### config.mk
export PLATFORM = sky130hd
export DESIGN_NAME = safe_lockout_ctrl
export DESIGN_NICKNAME = d
export VERILOG_FILES = /design/src/rtl/safe_pkg.sv /design/src/rtl/sync_edge.sv /design/src/rtl/safe_lockout_ctrl.sv
export SDC_FILE = /design/constraint.sdc
export NUM_CORES = 1
export LEC_CHECK = 0
export CAP_MARGIN = 10
export CORE_MARGIN = 2
export CORE_UTILIZATION = 55
export CTS_CLUSTER_DIAMETER = 80
export DETAILED_ROUTE_END_ITERATION = 10
export GPL_ROUTABILITY_DRIVEN = 0
export PLACE_DENSITY = 0.77
export RECOVER_POWER = 100
export SYNTH_ARGS = -nofsm -noshare
export SYNTH_HDL_FRONTEND = slang
export SYNTH_SLANG_ARGS = --single-unit
export TNS_END_PERCENT = 100
### constraint.sdc
create_clock -name CLK50 -period 4.05 [get_ports CLK50]
set_input_delay 0.6075 -clock CLK50 [delete_from_list [all_inputs] [get_ports CLK50]]
set_output_delay 0.6075 -clock CLK50 [all_outputs]
set_load 0.01 [all_outputs]
### src/rtl/safe_pkg.sv
// Shared state encoding and field widths for the safe lockout controller.
package safe_pkg;

  localparam int STATE_W = 3;
  localparam int FAILS_W = 4;

  localparam logic [STATE_W-1:0] CODE_SETUP   = 3'd0;
  localparam logic [STATE_W-1:0] CODE_ARMED   = 3'd1;
  localparam logic [STATE_W-1:0] CODE_CHECK   = 3'd2;
  localparam logic [STATE_W-1:0] CODE_OPEN    = 3'd3;
  localparam logic [STATE_W-1:0] CODE_LOCKOUT = 3'd4;

  typedef enum logic [STATE_W-1:0] {
    ST_SETUP   = CODE_SETUP,
    ST_ARMED   = CODE_ARMED,
    ST_CHECK   = CODE_CHECK,
    ST_OPEN    = CODE_OPEN,
    ST_LOCKOUT = CODE_LOCKOUT
  } state_t;

endpackage

### src/rtl/sync_edge.sv
// Two-flop synchronizer plus registered rising-edge detector for the enter button.
// A pulse is only produced once the input has been seen low after reset.
module sync_edge (
  input  logic CLK50,
  input  logic reset,
  input  logic in,
  output logic pulse
);

  logic       r_s1;
  logic       r_s2;
  logic       r_s3;
  logic [1:0] r_fill;
  logic       r_seen_low;
  logic       r_pulse;

  // r_fill marks when r_s2 holds a genuine sample rather than its reset value,
  // so a button already held through reset cannot fake a rising edge.
  always_ff @(posedge CLK50 or negedge reset) begin
    if (!reset) begin
      r_s1       <= 1'b0;
      r_s2       <= 1'b0;
      r_s3       <= 1'b0;
      r_fill     <= 2'b00;
      r_seen_low <= 1'b0;
      r_pulse    <= 1'b0;
    end else begin
      r_s1       <= in;
      r_s2       <= r_s1;
      r_s3       <= r_s2;
      r_fill     <= {r_fill[0], 1'b1};
      r_seen_low <= r_seen_low | (r_fill[1] & ~r_s2);
      r_pulse    <= r_s2 & ~r_s3 & r_seen_low;
    end
  end

  assign pulse = r_pulse;

endmodule

### src/rtl/safe_lockout_ctrl.sv
// Control FSM for a password safe: setup, arming, one-cycle match check,
// open state and a timed lockout after too many consecutive wrong attempts.
module safe_lockout_ctrl
  import safe_pkg::*;
#(
  parameter int MAX_FAILS      = 3,
  parameter int LOCKOUT_CYCLES = 250_000_000
) (
  input  logic               CLK50,
  input  logic               reset,
  input  logic               E,
  input  logic               M,
  output logic               savePW,
  output logic               saveAT,
  output logic               LOCKED,
  output logic [STATE_W-1:0] PRESENT_STATE,
  output logic [FAILS_W-1:0] FAILS,
  output logic               LOCKOUT
);

  localparam int                 TIMER_W    = $clog2(LOCKOUT_CYCLES) + 1;
  localparam logic [TIMER_W-1:0] TIMER_LOAD = TIMER_W'(LOCKOUT_CYCLES - 1);
  localparam logic [FAILS_W-1:0] FAILS_MAX  = FAILS_W'(MAX_FAILS);

  state_t             r_state;
  state_t             w_state_nxt;
  logic [FAILS_W-1:0] r_fails;
  logic [FAILS_W-1:0] w_fails_nxt;
  logic [FAILS_W-1:0] w_fails_inc;
  logic [TIMER_W-1:0] r_timer;
  logic [TIMER_W-1:0] w_timer_nxt;
  logic               w_enter;
  logic               w_save_pw;
  logic               w_save_at;

  function automatic logic [FAILS_W-1:0] sat_inc(input logic [FAILS_W-1:0] v);
    return (v >= FAILS_MAX) ? FAILS_MAX : v + 4'd1;
  endfunction

  sync_edge u_sync_edge (
    .CLK50 (CLK50),
    .reset (reset),
    .in    (E),
    .pulse (w_enter)
  );

  assign w_fails_inc = sat_inc(r_fails);

  always_ff @(posedge CLK50 or negedge reset) begin
    if (!reset) begin
      r_state <= ST_SETUP;
      r_fails <= '0;
      r_timer <= '0;
    end else begin
      r_state <= w_state_nxt;
      r_fails <= w_fails_nxt;
      r_timer <= w_timer_nxt;
    end
  end

  // Strobes are decoded from the state register and the registered enter pulse,
  // so the datapath latches switches on the same edge the state advances.
  always_comb begin
    w_state_nxt = r_state;
    w_fails_nxt = r_fails;
    w_timer_nxt = r_timer;
    w_save_pw   = 1'b0;
    w_save_at   = 1'b0;
    case (r_state)
      ST_SETUP: begin
        if (w_enter) begin
          w_state_nxt = ST_ARMED;
          w_save_pw   = 1'b1;
        end
      end
      ST_ARMED: begin
        if (w_enter) begin
          w_state_nxt = ST_CHECK;
          w_save_at   = 1'b1;
        end
      end
      ST_CHECK: begin
        if (M) begin
          w_state_nxt = ST_OPEN;
          w_fails_nxt = '0;
        end else if (w_fails_inc >= FAILS_MAX) begin
          w_state_nxt = ST_LOCKOUT;
          w_fails_nxt = FAILS_MAX;
          w_timer_nxt = TIMER_LOAD;
        end else begin
          w_state_nxt = ST_ARMED;
          w_fails_nxt = w_fails_inc;
        end
      end
      ST_OPEN: begin
        if (w_enter) begin
          w_state_nxt = ST_ARMED;
          w_save_pw   = 1'b1;
        end
      end
      ST_LOCKOUT: begin
        if (r_timer == '0) begin
          w_state_nxt = ST_ARMED;
          w_fails_nxt = '0;
        end else begin
          w_timer_nxt = r_timer - 1'b1;
        end
      end
      default: begin
        w_state_nxt = ST_SETUP;
      end
    endcase
  end

  assign savePW        = w_save_pw;
  assign saveAT        = w_save_at;
  assign LOCKED        = (r_state != ST_SETUP) && (r_state != ST_OPEN);
  assign LOCKOUT       = (r_state == ST_LOCKOUT);
  assign PRESENT_STATE = r_state;
  assign FAILS         = r_fails;

endmodule

==> impl_metrics.json <==
{
  "grt_setup_unrepaired": "no",
  "cp-endpoint": "r_timer[24]",
  "multi_input_area_um2": 1050,
  "fillCellCount": 327,
  "critPathLaunch": "r_timer[13]",
  "endpoint_kind": "flip-flop",
  "clock_path_buffers": 2,
  "ctsHoldBuffers": 0,
  "synth_seq_area_share_pct": 48.2,
  "routed_via_density": 6.03,
  "antenna_found_initial": 0,
  "clkLatencyLatePin_ns": 0.29,
  "cts_tree": "yes",
  "postRouteAntennaNets": 0,
  "top_layer_used": "met4",
  "ys_top_cells_by_area": "dfrtp_1 48%, or3_1 3.4%, a21oi_1 3.1%",
  "slew-limit-headroom_pct": -45.0,
  "fmaxAchievable_ghz": 0.404,
  "core_um2": 3940,
  "die_width_um": 67.7,
  "fin_tns_setup_ns": 0,
  "fin_area_um2": 2460,
  "r2r_setup_slack_ns": 1.57,
  "start_util_pct": 56.6,
  "route.detailed.drc": 0,
  "final_layout_size_suffix_gt1_share_pct": 6.06,
  "grt_overflow": 0,
  "yosysUniqueCellTypes": 52,
  "ys_seq_elements": 43,
  "first_pass_iters": 4,
  "globalRouteTotalUtil_pct": 21.4,
  "vias": 1695,
  "synth_cells": 214,
  "dieHeight_um": 67.7,
  "cts_made_buffers": 5,
  "skew_ns": 0.00983,
  "cts_setup_buffers": 0,
  "synth_edf_count": 0,
  "hp-class": "flip-flop to flip-flop",
  "grt_max_degree": 44,
  "cp-start-kind": "flip-flop",
  "worstSetupPathType": "flip-flop to flip-flop",
  "dp_hpwl_um": 2980,
  "finalCritPeriodShare_pct": 61.1,
  "maxCapViolations": 1,
  "final-max-slew-violation-count": 44,
  "hold_viol": 0,
  "antenna_cells": 0,
  "wl_met2_um": 2000,
  "num_io_pins": 15,
  "yosys.area.top_type": "dfrtp_1",
  "arrival_ns": 2.64,
  "reg2regPathDepth": 5,
  "die-area_um2": 4580,
  "drt-wirelength-per-cell_um": 15.0,
  "cts_resized": 0,
  "grt_pass1_vias": 1564,
  "portBuffers": 14,
  "synth_area_um2": 2230,
  "p_per_area_nw_per_um2": 520,
  "grt_pass1_wl_um": 7330,
  "syn2layout_area_growth_pct": 10.3,
  "worstReg2RegStart": "r_timer[13]",
  "wl_met1_um": 2070,
  "postRouteWirelength_um": 4220,
  "syn_area_per_cell_um2": 10.4,
  "synth_top_area_share_pct": 48.2,
  "violations": "max-capacitance violations, max-slew violations",
  "clk_pin_slew_ns": 0.08,
  "p_leak_nw": 0.909,
  "reg2reg_to": "r_timer[24]",
  "cp_max_fo": 11,
  "cp.required_ns": 4.22,
  "ir_drop_uv": 331,
  "finalCriticalPeriod_ns": 2.48,
  "synthFlopType": "dfrtp_1",
  "numClockSinks": 43,
  "async_reset_ff_share_pct": 100,
  "wl_met3_um": 97,
  "status": "finished, violations left",
  "nets": 237,
  "syn-num-nets": 221,
  "rows": 23,
  "clockRootBuffer": "clkbuf_8",
  "yosysWarnings": 0,
  "postPlaceCellArea_um2": 2400,
  "cts_max_level": 2,
  "seq_area_um2": 1080,
  "drt_iter0_markers": 75,
  "worst_pin_slew_ns": 2.18,
  "finalSetupViolCount": 0
}
==> kinds of logic (layout without fill, tap and decap cells) <==
logic type,Yosys count,in the layout,synth area share (%)
simple gates,95,95,26.6
compound gates,51,51,16.3
flops,43,43,48.2
xor+xnor,11,11,4.32
buf+inv,9,26,2.30
fa+ha+maj,3,3,1.68
other cells,1,1,0.168
mux,1,1,0.449
==> metal layers <==
layer | track usage [%] | vias to the layer above
li1 | - | 837
met1 | 29.6 | 831
met2 | 33.6 | 20
met3 | 3.67 | 7
met4 | 8.16 | 0
met5 | 0 | -
==> registers in the layout, indices dropped and copies added, names as in the netlist <==
signal,flops
u_sync_edge.pulse,1
u_sync_edge.r_s2,1
PRESENT_STATE,3
u_sync_edge.r_s1,1
r_timer,29
u_sync_edge.r_fill,2
FAILS,4
u_sync_edge.r_seen_low,1
u_sync_edge.r_s3,1
==> worst max-delay path, cell delays in order (launching register included) <==
cell and delay (ns):
dfrtp_1 0.44, or4_1 0.58, and4b_1 0.50, nand4_1 0.32
o311ai_0 0.38, o41ai_1 0.13
==> synthesized netlist by cell type (3+ instances only) <==
master / n
a2111oi_0: 3
a211oi_1: 4
a21oi_1: 14
a31oi_1: 3
and3_1: 5
dfrtp_1: 43
ha_1: 3
inv_1: 3
nand2_1: 12
nand2b_1: 4
nand3_1: 8
nand4b_1: 3
nor2_1: 17
nor3_1: 8
nor4_1: 3
o21ai_0: 7
o21ai_1: 4
or3_1: 12
or4_4: 4
xnor2_1: 8
xor2_1: 3
==> layout make-up <==
class	instances	share of cell area, %
Sequential cell	43	43.7
Multi-Input combinational cell	162	42.8
Timing Repair Buffer	15	5.74
Clock buffer	6	3.36
Tap cell	50	2.54
Clock inverter	2	1.42
Inverter	3	0.458
==> metrics by stage <==
step                utilization, %  cells  hold slack (ns)  worst slack [ns]  power, W
finish                        62.4    281            0.351              1.57   0.00128
detailed placement            60.8    273            0.337              1.69  0.000964
global placement              60.8    273            0.332              1.75  0.000949
global route                  62.4    281            0.370              1.31   0.00136
floorplan                        -    214            0.312              1.95  0.000829
CTS                           63.8    281            0.355              1.66   0.00131
==> worst min path at each step <==
stage,from,end,slack (ns),cells past startpoint
floorplan,reset,FAILS[0],0.31,0
global placement,u_sync_edge.r_fill[0],u_sync_edge.r_fill[1],0.33,0
detailed placement,u_sync_edge.r_fill[0],u_sync_edge.r_fill[1],0.34,0
CTS,u_sync_edge.r_fill[0],u_sync_edge.r_fill[1],0.36,0
global route,u_sync_edge.r_fill[0],u_sync_edge.r_fill[1],0.37,0
finish,u_sync_edge.r_fill[0],u_sync_edge.r_fill[1],0.35,0
==> report_power, final <==
group / internal [W] / switching (W)
sequential: 0.000512 / 0.000111
clock: 0.000199 / 0.000142
combinational: 0.000160 / 0.000155
==> placed cells by master, fill, tap and decap left out, drive strengths merged, types with 6 or more instances in the layout <==
master,n
a21oi,14
clkbuf,7
dfrtp,43
dlygate4sd3,13
nand2,12
nand3,8
nor2,17
nor3,8
o21ai,11
or3,12
or4,6
xnor2,8
Power figures use the tool's default switching activity.
